==> config.mk <==
export PLATFORM = sky130hd
export DESIGN_NAME = floo_route_comp_seq
export DESIGN_NICKNAME = d
export VERILOG_FILES = /design/src/rtl/floo_route_comp_seq.sv
export SDC_FILE = /design/constraint.sdc
export NUM_CORES = 1
export LEC_CHECK = 0
export ABC_AREA = 1
export ABC_CLOCK_PERIOD_IN_PS = 6220
export CAP_MARGIN = 15
export CORE_UTILIZATION = 30
export CTS_CLUSTER_DIAMETER = 40
export DETAILED_ROUTE_END_ITERATION = 10
export GPL_ROUTABILITY_DRIVEN = 1
export PLACE_DENSITY = 0.65
export SKIP_CTS_REPAIR_TIMING = 1
export SLEW_MARGIN = 20
export SYNTH_ARGS = -nofsm -noshare
export SYNTH_HDL_FRONTEND = slang
export SYNTH_SLANG_ARGS = --single-unit
==> constraint.sdc <==
create_clock -name clk_i -period 6.22 [get_ports clk_i]
set_input_delay 1.244 -clock clk_i [delete_from_list [all_inputs] [get_ports clk_i]]
set_output_delay 1.244 -clock clk_i [all_outputs]
set_load 0.03 [all_outputs]
==> src/rtl/floo_route_comp_seq.sv <==
// Sequential route computation: decodes one request against the address map and
// emits one destination beat per matching rule (unicast, serialised multicast, or error).
module floo_route_comp_seq #(
    parameter int NumAddrRules  = 4,
    parameter int NumRoutes     = 4,
    parameter int AddrWidth     = 32,
    parameter int IdWidth       = 4,
    parameter int RouteWidth    = 8,
    parameter int UseRouteTable = 1,
    localparam int CntWidth     = $clog2(NumAddrRules) + 1
) (
    input  logic                                   clk_i,
    input  logic                                   rst_i,
    input  logic                                   in_valid_i,
    output logic                                   in_ready_o,
    input  logic [AddrWidth-1:0]                   in_addr_i,
    input  logic [AddrWidth-1:0]                   in_mask_i,
    input  logic [IdWidth-1:0]                     in_src_id_i,
    input  logic [NumAddrRules-1:0][AddrWidth-1:0] rule_start_i,
    input  logic [NumAddrRules-1:0][AddrWidth-1:0] rule_end_i,
    input  logic [NumAddrRules-1:0][IdWidth-1:0]   rule_id_i,
    input  logic [NumRoutes-1:0][RouteWidth-1:0]   route_table_i,
    output logic                                   out_valid_o,
    input  logic                                   out_ready_i,
    output logic [IdWidth-1:0]                     out_dst_id_o,
    output logic [IdWidth-1:0]                     out_src_id_o,
    output logic [RouteWidth-1:0]                  out_route_o,
    output logic                                   out_last_o,
    output logic [CntWidth-1:0]                    out_count_o,
    output logic                                   out_err_o
);

    typedef enum logic {IDLE, EMIT} state_e;

    localparam logic [NumAddrRules-1:0] PendOne = NumAddrRules'(1);

    state_e                  state_q, state_d;
    logic [NumAddrRules-1:0] pend_q, pend_d;
    logic [IdWidth-1:0]      src_q, src_d;
    logic [CntWidth-1:0]     cnt_q, cnt_d;
    logic                    err_q, err_d;

    logic [NumAddrRules-1:0] match;
    logic [CntWidth-1:0]     match_cnt;
    logic                    uni_hit;
    logic [IdWidth-1:0]      cur_id;
    logic                    last_beat;

    // Unicast takes only the lowest matching range; multicast compares outside the mask.
    always_comb begin
        match     = '0;
        uni_hit   = 1'b0;
        match_cnt = '0;
        for (int i = 0; i < NumAddrRules; i++) begin
            if (in_mask_i == '0) begin
                if (!uni_hit && (rule_start_i[i] <= in_addr_i) && (in_addr_i < rule_end_i[i])) begin
                    match[i] = 1'b1;
                    uni_hit  = 1'b1;
                end
            end else begin
                match[i] = ((rule_start_i[i] ^ in_addr_i) & ~in_mask_i) == '0;
            end
            match_cnt = match_cnt + CntWidth'(match[i]);
        end
    end

    always_comb begin
        cur_id = '0;
        for (int i = NumAddrRules - 1; i >= 0; i--) begin
            if (pend_q[i]) cur_id = rule_id_i[i];
        end
        if (err_q) cur_id = '0;
    end

    assign last_beat = (pend_q & (pend_q - PendOne)) == '0;

    assign in_ready_o   = (state_q == IDLE) && !rst_i;
    assign out_valid_o  = (state_q == EMIT);
    assign out_dst_id_o = out_valid_o ? cur_id : '0;
    assign out_last_o   = out_valid_o && last_beat;
    assign out_err_o    = out_valid_o && err_q;
    assign out_count_o  = cnt_q;
    assign out_src_id_o = src_q;

    always_comb begin
        out_route_o = '0;
        if ((UseRouteTable != 0) && out_valid_o) begin
            for (int r = 0; r < NumRoutes; r++) begin
                if (int'(out_dst_id_o) == r) out_route_o = route_table_i[r];
            end
        end
    end

    always_comb begin
        state_d = state_q;
        pend_d  = pend_q;
        src_d   = src_q;
        cnt_d   = cnt_q;
        err_d   = err_q;
        case (state_q)
            IDLE: begin
                if (in_valid_i) begin
                    state_d = EMIT;
                    src_d   = in_src_id_i;
                    if (match == '0) begin
                        pend_d = PendOne;
                        cnt_d  = CntWidth'(1);
                        err_d  = 1'b1;
                    end else begin
                        pend_d = match;
                        cnt_d  = match_cnt;
                        err_d  = 1'b0;
                    end
                end
            end
            EMIT: begin
                if (out_ready_i) begin
                    pend_d = pend_q & (pend_q - PendOne);
                    if (last_beat) state_d = IDLE;
                end
            end
            default: state_d = IDLE;
        endcase
    end

    always_ff @(posedge clk_i) begin
        if (rst_i) begin
            state_q <= IDLE;
            pend_q  <= '0;
            src_q   <= '0;
            cnt_q   <= '0;
            err_q   <= 1'b0;
        end else begin
            state_q <= state_d;
            pend_q  <= pend_d;
            src_q   <= src_d;
            cnt_q   <= cnt_d;
            err_q   <= err_d;
        end
    end

endmodule
# After elaboration in Yosys (flattened, before gate mapping)
# Index checks and enable logic that the tools add are counted.
dict set report word_totals {
  reg_bits 13
  latch_bits 0
  ramBits 0
  mem_bits_ro 0
  input_bits 376
  output_inout_bits 23
  elab_cells 91
  memories 0
}
dict set report classes {
  addsub 4
  multipliers 0
  div 0
  order_cmp 8
  eq_ne 5
  n_shift 0
  muxes 34
  bitwise 11
  reduce_logical 24
}
# operator n
set op_table {}
lappend op_table {{$logic_not 32->1} 5}
lappend op_table {{$and 32x32->32} 4}
lappend op_table {{$le 32x32->1} 4}
lappend op_table {{$lt 32x32->1} 4}
lappend op_table {{$xor 32x32->32} 4}
lappend op_table {{$mux 8} 5}
lappend op_table {{$mux 4} 9}
lappend op_table {{$not 32->32} 1}
lappend op_table {{$mux 1} 17}
lappend op_table {{$logic_not 4->1} 3}
lappend op_table {{$logic_and 1x1->1} 10}
lappend op_table {{$eq 4x3->1 const B} 2}
lappend op_table {{$pmux 4 s2} 1}
lappend op_table {{$and 4x4->4} 1}
lappend op_table {{$eq 4x2->1 const B} 1}
lappend op_table {{$logic_not 1->1} 4}
lappend op_table {{$ne 2x2->1 const B} 2}
lappend op_table {{$reduce_and 2->1} 2}
lappend op_table {{$sub 4x1->4 const B} 1}
lappend op_table {{$add 2x1->3} 1}
lappend op_table {{$add 3x1->3} 1}
lappend op_table {{$mux 3} 1}
lappend op_table {{$add 1x1->2} 1}
lappend op_table {{$pmux 1 s2} 1}
lappend op_table {{$not 1->1} 1}

# Longest topological paths before layout
# Gate-level depths: netlist of run 1.
dict set report logic_depth {
  ltp_word 23
  depth_mapped 24
}

# Worst setup path after synthesis of run 1
# Ideal clock, no wire load.
dict set report synth_timing {
  kind {input -> output}
  start {input rule_id_i[15] (netlist bit)}
  end {output out_route_o[3]}
  t_arrival_ns 3.065
  required_time_ns 4.976
  slack_ns 1.911
  path_stages 7
  n_path_buf 1
  cell_sequence {nand3_1 -> a31oi_1 -> nor2_1 -> nand3_1 -> buf_4 -> o21ai_0 -> a21oi_1}
}
dict set report synth_via {
  elab_chain_len 12
  word_cells_on_any_way 15
}
# item line_no
set synth_rtl {}
lappend synth_rtl {{start, declared} 21} ;# input logic [NumAddrRules-1:0][IdWidth-1:0] rule_id_i,
lappend synth_rtl {{$mux 4 * (4 in a row)} 70} ;# if (pend_q[i]) cur_id = rule_id_i[i];
lappend synth_rtl {{$mux 4 *} 72} ;# if (err_q) cur_id = '0;
lappend synth_rtl {{$mux 4 *} 79} ;# assign out_dst_id_o = out_valid_o ? cur_id : '0;
lappend synth_rtl {{via out_dst_id_o[3]} 25} ;# output logic [IdWidth-1:0] out_dst_id_o,
lappend synth_rtl {{$logic_not 4->1} 89} ;# if (int'(out_dst_id_o) == r) out_route_o = route_table_i[r];
lappend synth_rtl {{$mux 8 (3 in a row)} 89}
lappend synth_rtl {{$mux 8 *} 89}
lappend synth_rtl {{$mux 8 *} 87} ;# if ((UseRouteTable != 0) && out_valid_o) begin
lappend synth_rtl {{end, declared} 27} ;# output logic [RouteWidth-1:0] out_route_o,
# The timed path passes the listed nets; every way through them passes the cells marked *.

# Worst setup path in the final report of run 1
dict set report layout_timing {
  start {input rule_id_i[5] (netlist bit)}
  end {output out_route_o[1]}
}
dict set report layout_via {
  elab_chain_len 10
  word_cells_on_any_way 13
}
# item line_no
set layout_rtl {}
lappend layout_rtl {{$mux 4 * (2 in a row)} 70}
lappend layout_rtl {{$mux 4 *} 72}
lappend layout_rtl {{$mux 4 *} 79}
lappend layout_rtl {{$logic_not 4->1} 89}
lappend layout_rtl {{$mux 8 (3 in a row)} 89}
lappend layout_rtl {{$mux 8 *} 89}
lappend layout_rtl {{$mux 8 *} 87}
# Every way passes the cells marked *; elsewhere a longest branch is shown, timed or not.

==> results of run 1 <==
[path summary, 6_finish.rpt]
kind	cells past startpoint	start	end	slack (ps)
max	6	rule_id_i[5]	out_route_o[1]	910
min	2	out_count_o[1]	out_count_o[1]	480
max reg2reg	7	out_valid_o	out_count_o[0]	4500
min reg2reg	2	out_count_o[1]	out_count_o[1]	480
[power by group through the flow]
stage | Clock (mW) | Sequential [mW] | Combinational [mW]
3_5_place_dp | 0 | 0.0983 | 0.902
2_1_floorplan | 0 | 0.102 | 0.441
4_1_cts | 0.122 | 0.0969 | 0.906
3_3_place_gp | 0 | 0.0980 | 0.890
6_report | 0.122 | 0.0969 | 0.910
5_1_grt | 0.125 | 0.0979 | 1.01
[stage by stage]
step,setup slack (ps),instances,util (%)
final,912,2138,46.8
after CTS,955,2136,46.7
after floorplan,1910,1360,-
after detailed placement,992,2132,46.4
after global placement,1070,2132,46.4
after global routing,705,2138,46.8
[cells by family (layout without fill, tap and decap cells)]
family | count (synthesis) | in the layout
compound gates | 292 | 292
fa+ha+maj | 256 | 256
other cells | 0 | 2
simple gates | 534 | 534
flops | 13 | 13
buf+inv | 265 | 663
[routing by layer]
metal	vias to the layer above	share of wire [%]
met5	-	0
met4	0	2.8
met3	62	8.3
met2	450	49
met1	4783	40
li1	5402	-
[placed cells by master (no fill, tap or decap), drive strengths merged, types with 4 or more instances in the layout]
cell / instances
nor4: 20
nand4: 24
a21oi: 145
a2111oi: 4
nor2: 157
dfxtp: 13
nand3: 42
or2: 8
o21a: 14
o22ai: 17
clkdlybuf4s50: 398
o21ai: 78
inv: 261
a31oi: 6
nand3b: 4
nand2: 252
nor3: 18
ha: 255
clkbuf: 4
o2111ai: 4
o22a: 4
o221ai: 7
[flip-flops by register name, summed over array words and instances (netlist names)]
register / cells
err_q: 1
out_count_o: 3
out_src_id_o: 4
out_valid_o: 1
pend_q: 4
[critical path: cells and delay by family]
family / cells / cell delay, ps
buf+inv: 2 / 1180
compound gates: 3 / 1060
simple gates: 1 / 570
[synthesized netlist by cell type, drive strengths merged, types with 3 or more instances]
cell / instances
a21oi: 145
nand4: 24
inv: 261
o22a: 4
o21ai: 78
o22ai: 17
o2111ai: 4
nor3b: 3
a2111oi: 4
a21o: 3
nor2: 157
and3: 3
nor4: 20
o21a: 14
nand2: 252
nor3: 18
o221ai: 7
dfxtp: 13
nand3b: 4
or2: 8
nand3: 42
a31oi: 6
ha: 255
[layout make-up]
type / instances / area (um^2)
fillers: 2898 / 14800
multi-input cells: 1082 / 7170
repair buffers: 398 / 3980
inverters: 261 / 980
well taps: 378 / 473
flip-flops and latches: 13 / 260
clock buffers: 4 / 78.8
diodes: 2 / 5.00
==> metrics.csv, run 1 <==
stage,metric,value,unit
grt,overflow,0,
synthesis,synth.avg_cell_area,6.20,um^2
synthesis,synthMuxAreaShare,0,%
clock_network,clock_path_buffers,2,
synthesis,synthCells,1360,
critical_path,arrival,4060,ps
synthesis,syn_nets,1992,
placement,dpl_cell_area,12900,um^2
floorplanning,core_area,27700,um^2
detailed_routing,route.detailed.drc,0,
cells_and_area,final_area,13000,um^2
critical_path,critPathSlowestCell,clkdlybuf4s50_1,
synthesis,synth_xor_area_share,0,%
detailed_routing,wl_per_cell,18.4,um
power,intPower,622,uW
clock_network,clock-root-buffer,clkbuf_16,
timing,finalSetupViolCount,0,
floorplanning,dieWidth,170,um
cells_and_area,layout-drive-gt1-share,1.71,%
critical_path,endpoint_kind,primary output,
placement,gp_congestion,1.03,
power,p_total,1.13,mW
floorplanning,ioPinCount,399,
grt,use_met1,29.8,%
detailed_routing,num_vias,10700,
timing,rsz0062_at_grt,no,
floorplanning,fp-row-count,61,
timing,period_needed,5310,ps
timing,worst_pin_slew,816,ps
synthesis,synth-seq-cells,13,
critical_path,worstPathMaxFanout,16,
placement,io_buffers,398,
synthesis,synth_area,8430,um^2
cells_and_area,final_net_count,2391,
synthesis,synth-compound-area-share,19.6,%
critical_path,required,4980,ps
timing,slew_headroom,45.3,%
status,status,completed,
synthesis,yosysTopAreaCellShare,37.8,%
cells_and_area,area_growth,53.6,%
power,powerDensity,87.1,nW/um^2
synthesis,synthAdderAreaFrac,38.1,%
power,combPwrFrac,80.6,%
synthesis,synth_area_leaders,"ha_1, inv_1, nand2_1",
synthesis,ys_warn_count,0,
synthesis,synth_top_family_by_area,adder cells,
synthesis,synthSimpleGateAreaFrac,27.4,%
floorplanning,dieArea,28800,um^2
clock_network,htreeDepth,1,
grt,grtUsageMet3,5.39,%
grt,grt_pass1_vias,10800,
power,p_leak,6.54,nW
timing,timing.hold.ws,477,ps
timing,fin_tns_setup,0,ps
clock_network,clock_sink_count,13,
timing,clock_skew,3.41,ps
grt,gr-max-usage-layer,met2,
synthesis,dominantRegCellSynth,dfxtp_1,
clock_network,cts_tree,yes,
detailed_routing,initialDrtViolationCount,611,
flow_run,cap_violations,0,
clock_network,clock_latency,240,ps
detailed_routing,antenna_left,0,
power,p_clk_share,10.8,%
grt,grt_usage,26.2,%
timing,clock.fmax,0.188,GHz
critical_path,cp_slowest_stage_delay,710,ps
clock_network,path_clk_slew,50,ps
critical_path,cp_cell_sequence,clkdlybuf4s50_1 > o221ai_1 > a31oi_1 > nand3_1 > a21oi_1 > clkdlybuf4s50_1,
power,seqPwrFrac,8.6,%
synthesis,synth.distinct_cells,48,
power,p_sw_share,44.9,%
grt,antenna_found_initial,3,
floorplanning,start_util,30.4,%
synthesis,synth_edf_count,0,
floorplanning,die_h,170,um
clock_network,cts_made_buffers,3,
timing,finalHoldViolCount,0,
worst_hold_path,worstHoldPathType,reg -> reg,
critical_path,worstSetupPathType,in -> out,
synthesis,synth_async_sr_flop_share,0,%
grt,grt_max_degree,18,
detailed_routing,first_pass_iters,5,
grt,met2_usage,48.9,%
power,vdd_drop_max,0.0769,mV
detailed_routing,drt_wl_total,39300,um
timing,slew_violations,0,
timing,fin_crit_sh,85.3,%
critical_path,startpoint_type,primary input,
power,switchingPower,507,uW
detailed_routing,via_per_inst,5.00,
placement,hpwl,35500,um
critical_path,path_common_cell,clkdlybuf4s50_1,
grt,grt_first_pass_wirelength,57700,um
synthesis,yosysSeqAreaShare,3.09,%
synthesis,synth_area_leader_cell,ha_1,
No activity file was read; power rests on OpenSTA's default activity.
==> inputs of run 2 (changes only) <==
Settings changed: ABC_CLOCK_PERIOD_IN_PS 6220 to 4500, PLACE_DENSITY 0.65 to 0.67.
Clock period 6.22 ns to 4.5 ns, I/O delays scaled along.
==> run 2 against run 1 <==
- routed wire length up 3.5%
- first-iteration DRC count fell by 17%
- clock-buffer cell count unchanged
- sequential power rose by 34%
- clock power rose by 37%
==> metrics.csv, run 2 (synthesized netlist as in run 1, its figures left out) <==
stage,metric,value,unit
detailed_routing,route.detailed.drc,0,
timing,fin_crit_sh,96.8,%
cells_and_area,final_area,13500,um^2
power,p_leak,6.94,nW
grt,grt_usage,27.3,%
timing,rsz0062_at_grt,yes,
critical_path,arrival,3460,ps
power,p_clk_share,10.3,%
timing,slew_violations,0,
placement,hpwl,37200,um
grt,grt_pass1_vias,11100,
placement,dpl_cell_area,13400,um^2
timing,period_needed,4360,ps
timing,clock.fmax,0.230,GHz
status,status,completed,
floorplanning,ioPinCount,399,
clock_network,path_clk_slew,40,ps
detailed_routing,wl_per_cell,18.4,um
flow_run,cap_violations,0,
critical_path,worstSetupPathType,in -> out,
power,switchingPower,720,uW
detailed_routing,via_per_inst,4.97,
placement,io_buffers,398,
critical_path,endpoint_kind,primary output,
worst_hold_path,hold_start,out_src_id_o[3],
placement,pre_cts_slack,-50.6,ps
placement,gp_congestion,0.979,
critical_path,required,3600,ps
floorplanning,core_area,27700,um^2
floorplanning,die_h,170,um
critical_path,r2r_slack,3160,ps
cells_and_area,final_net_count,2466,
timing,slew_headroom,55.5,%
critical_path,worstPathMaxFanout,9,
timing,worst_pin_slew,651,ps
cells_and_area,final_common_cell,clkdlybuf4s50_1,
cells_and_area,final_cell_mix,"clkdlybuf4s50_1, inv_1, ha_1, nand2_1, nor2_1",
critical_path,timing.rr.end,out_count_o[0],
power,powerDensity,120,nW/um^2
power,intPower,901,uW
clock_network,clock_path_buffers,2,
worst_hold_path,whs_path_depth,2,
floorplanning,dieArea,28800,um^2
detailed_routing,first_pass_iters,5,
cells_and_area,antenna_cells,0,
worst_hold_path,worstHoldPathType,reg -> reg,
critical_path,r2r_start,out_valid_o,
cells_and_area,layout-drive-gt1-share,5.73,%
floorplanning,dieWidth,170,um
clock_network,htreeDepth,1,
clock_network,clock_latency,240,ps
power,p_sw_share,44.4,%
timing,finalHoldViolCount,0,
detailed_routing,initialDrtViolationCount,508,
grt,overflow,0,
clock_network,clock_sink_count,13,
clock_network,cts_tree,yes,
grt,grt_max_degree,17,
detailed_routing,drt_wl_total,40700,um
power,vdd_drop_max,0.106,mV
grt,antenna_found_initial,1,
power,seqPwrFrac,8.0,%
clock_network,clock-root-buffer,clkbuf_16,
cells_and_area,area_growth,60.4,%
floorplanning,fp-row-count,61,
timing,worst_slack,143,ps
cells_and_area,fin_util,48.8,%
timing,clock_skew,1.87,ps
power,combPwrFrac,81.6,%
floorplanning,start_util,30.4,%
detailed_routing,antenna_left,0,
grt,grt_first_pass_wirelength,60200,um
timing,finalSetupViolCount,0,
detailed_routing,num_vias,11000,
clock_network,cts_made_buffers,3,
worst_hold_path,hold-path-endpoint,out_src_id_o[3],
critical_path,startpoint_type,primary input,
critical_path,r2r_cells,6,
timing,timing.hold.ws,488,ps
## run 2: cell count changes in the layout (fill, tap and decap cells not counted), sizes merged
cell | before | now
diode | 2 | 0
buf | 0 | 75
clkdlybuf4s50 | 398 | 397
dlymetal6s2s | 0 | 1
## run 2: layer usage
layer,vias up,share of wire [%],routed length [um],global-route usage [%]
met4,2,2.9,1190,7.76
met5,-,0.029,12,0
li1,5558,-,-,-
met2,464,49,19900,51.2
met3,64,7.6,3080,5.04
met1,4905,41,16500,31.1
## run 2: worst max path at each step
| stage | to | cells after the start | start | slack, ps |
|---|---|---|---|---|
| 2_1_floorplan | out_route_o[3] | 7 | rule_id_i[15] | 880 |
| 3_3_place_gp | out_count_o[1] | 16 | in_addr_i[30] | 10 |
| 3_5_place_dp | out_count_o[1] | 16 | in_addr_i[30] | -50 |
| 4_1_cts | out_route_o[1] | 8 | rule_id_i[0] | 160 |
| 5_1_grt | out_route_o[7] | 8 | rule_id_i[0] | -30 |
| 6_report | out_route_o[0] | 8 | rule_id_i[0] | 140 |
## run 2: layout make-up
cell class	count	area, um^2
tap	378	473
timing repair buffer	473	4550
inverter	261	980
clock buffer	4	78.8
sequential	13	260
fill	2871	14200
multi-input combinational	1082	7190
## run 2: worst max-delay path, stage by stage
cell             delay (ps)
clkdlybuf4s50_1         400
o221ai_1                250
a31oi_2                 100
nor3_2                  440
nand2_1                 280
o21ai_0                 350
a21oi_1                 110
clkdlybuf4s50_1         620
## run 2: power groups by stage
stage	clock, mW	combinational, mW	sequential [mW]
after floorplan	0	0.609	0.141
after global placement	0	1.29	0.132
after detailed placement	0	1.31	0.132
after CTS	0.169	1.32	0.130
after global routing	0.179	1.46	0.131
final	0.167	1.32	0.130
## run 2: through the flow
step	TNS, ps	instances	total power, mW
6_report	0	2211	1.62
5_1_grt	-45.3	2211	1.77
4_1_cts	0	2211	1.62
3_5_place_dp	-50.6	2207	1.44
3_3_place_gp	0	2207	1.42
2_1_floorplan	0	1360	0.750
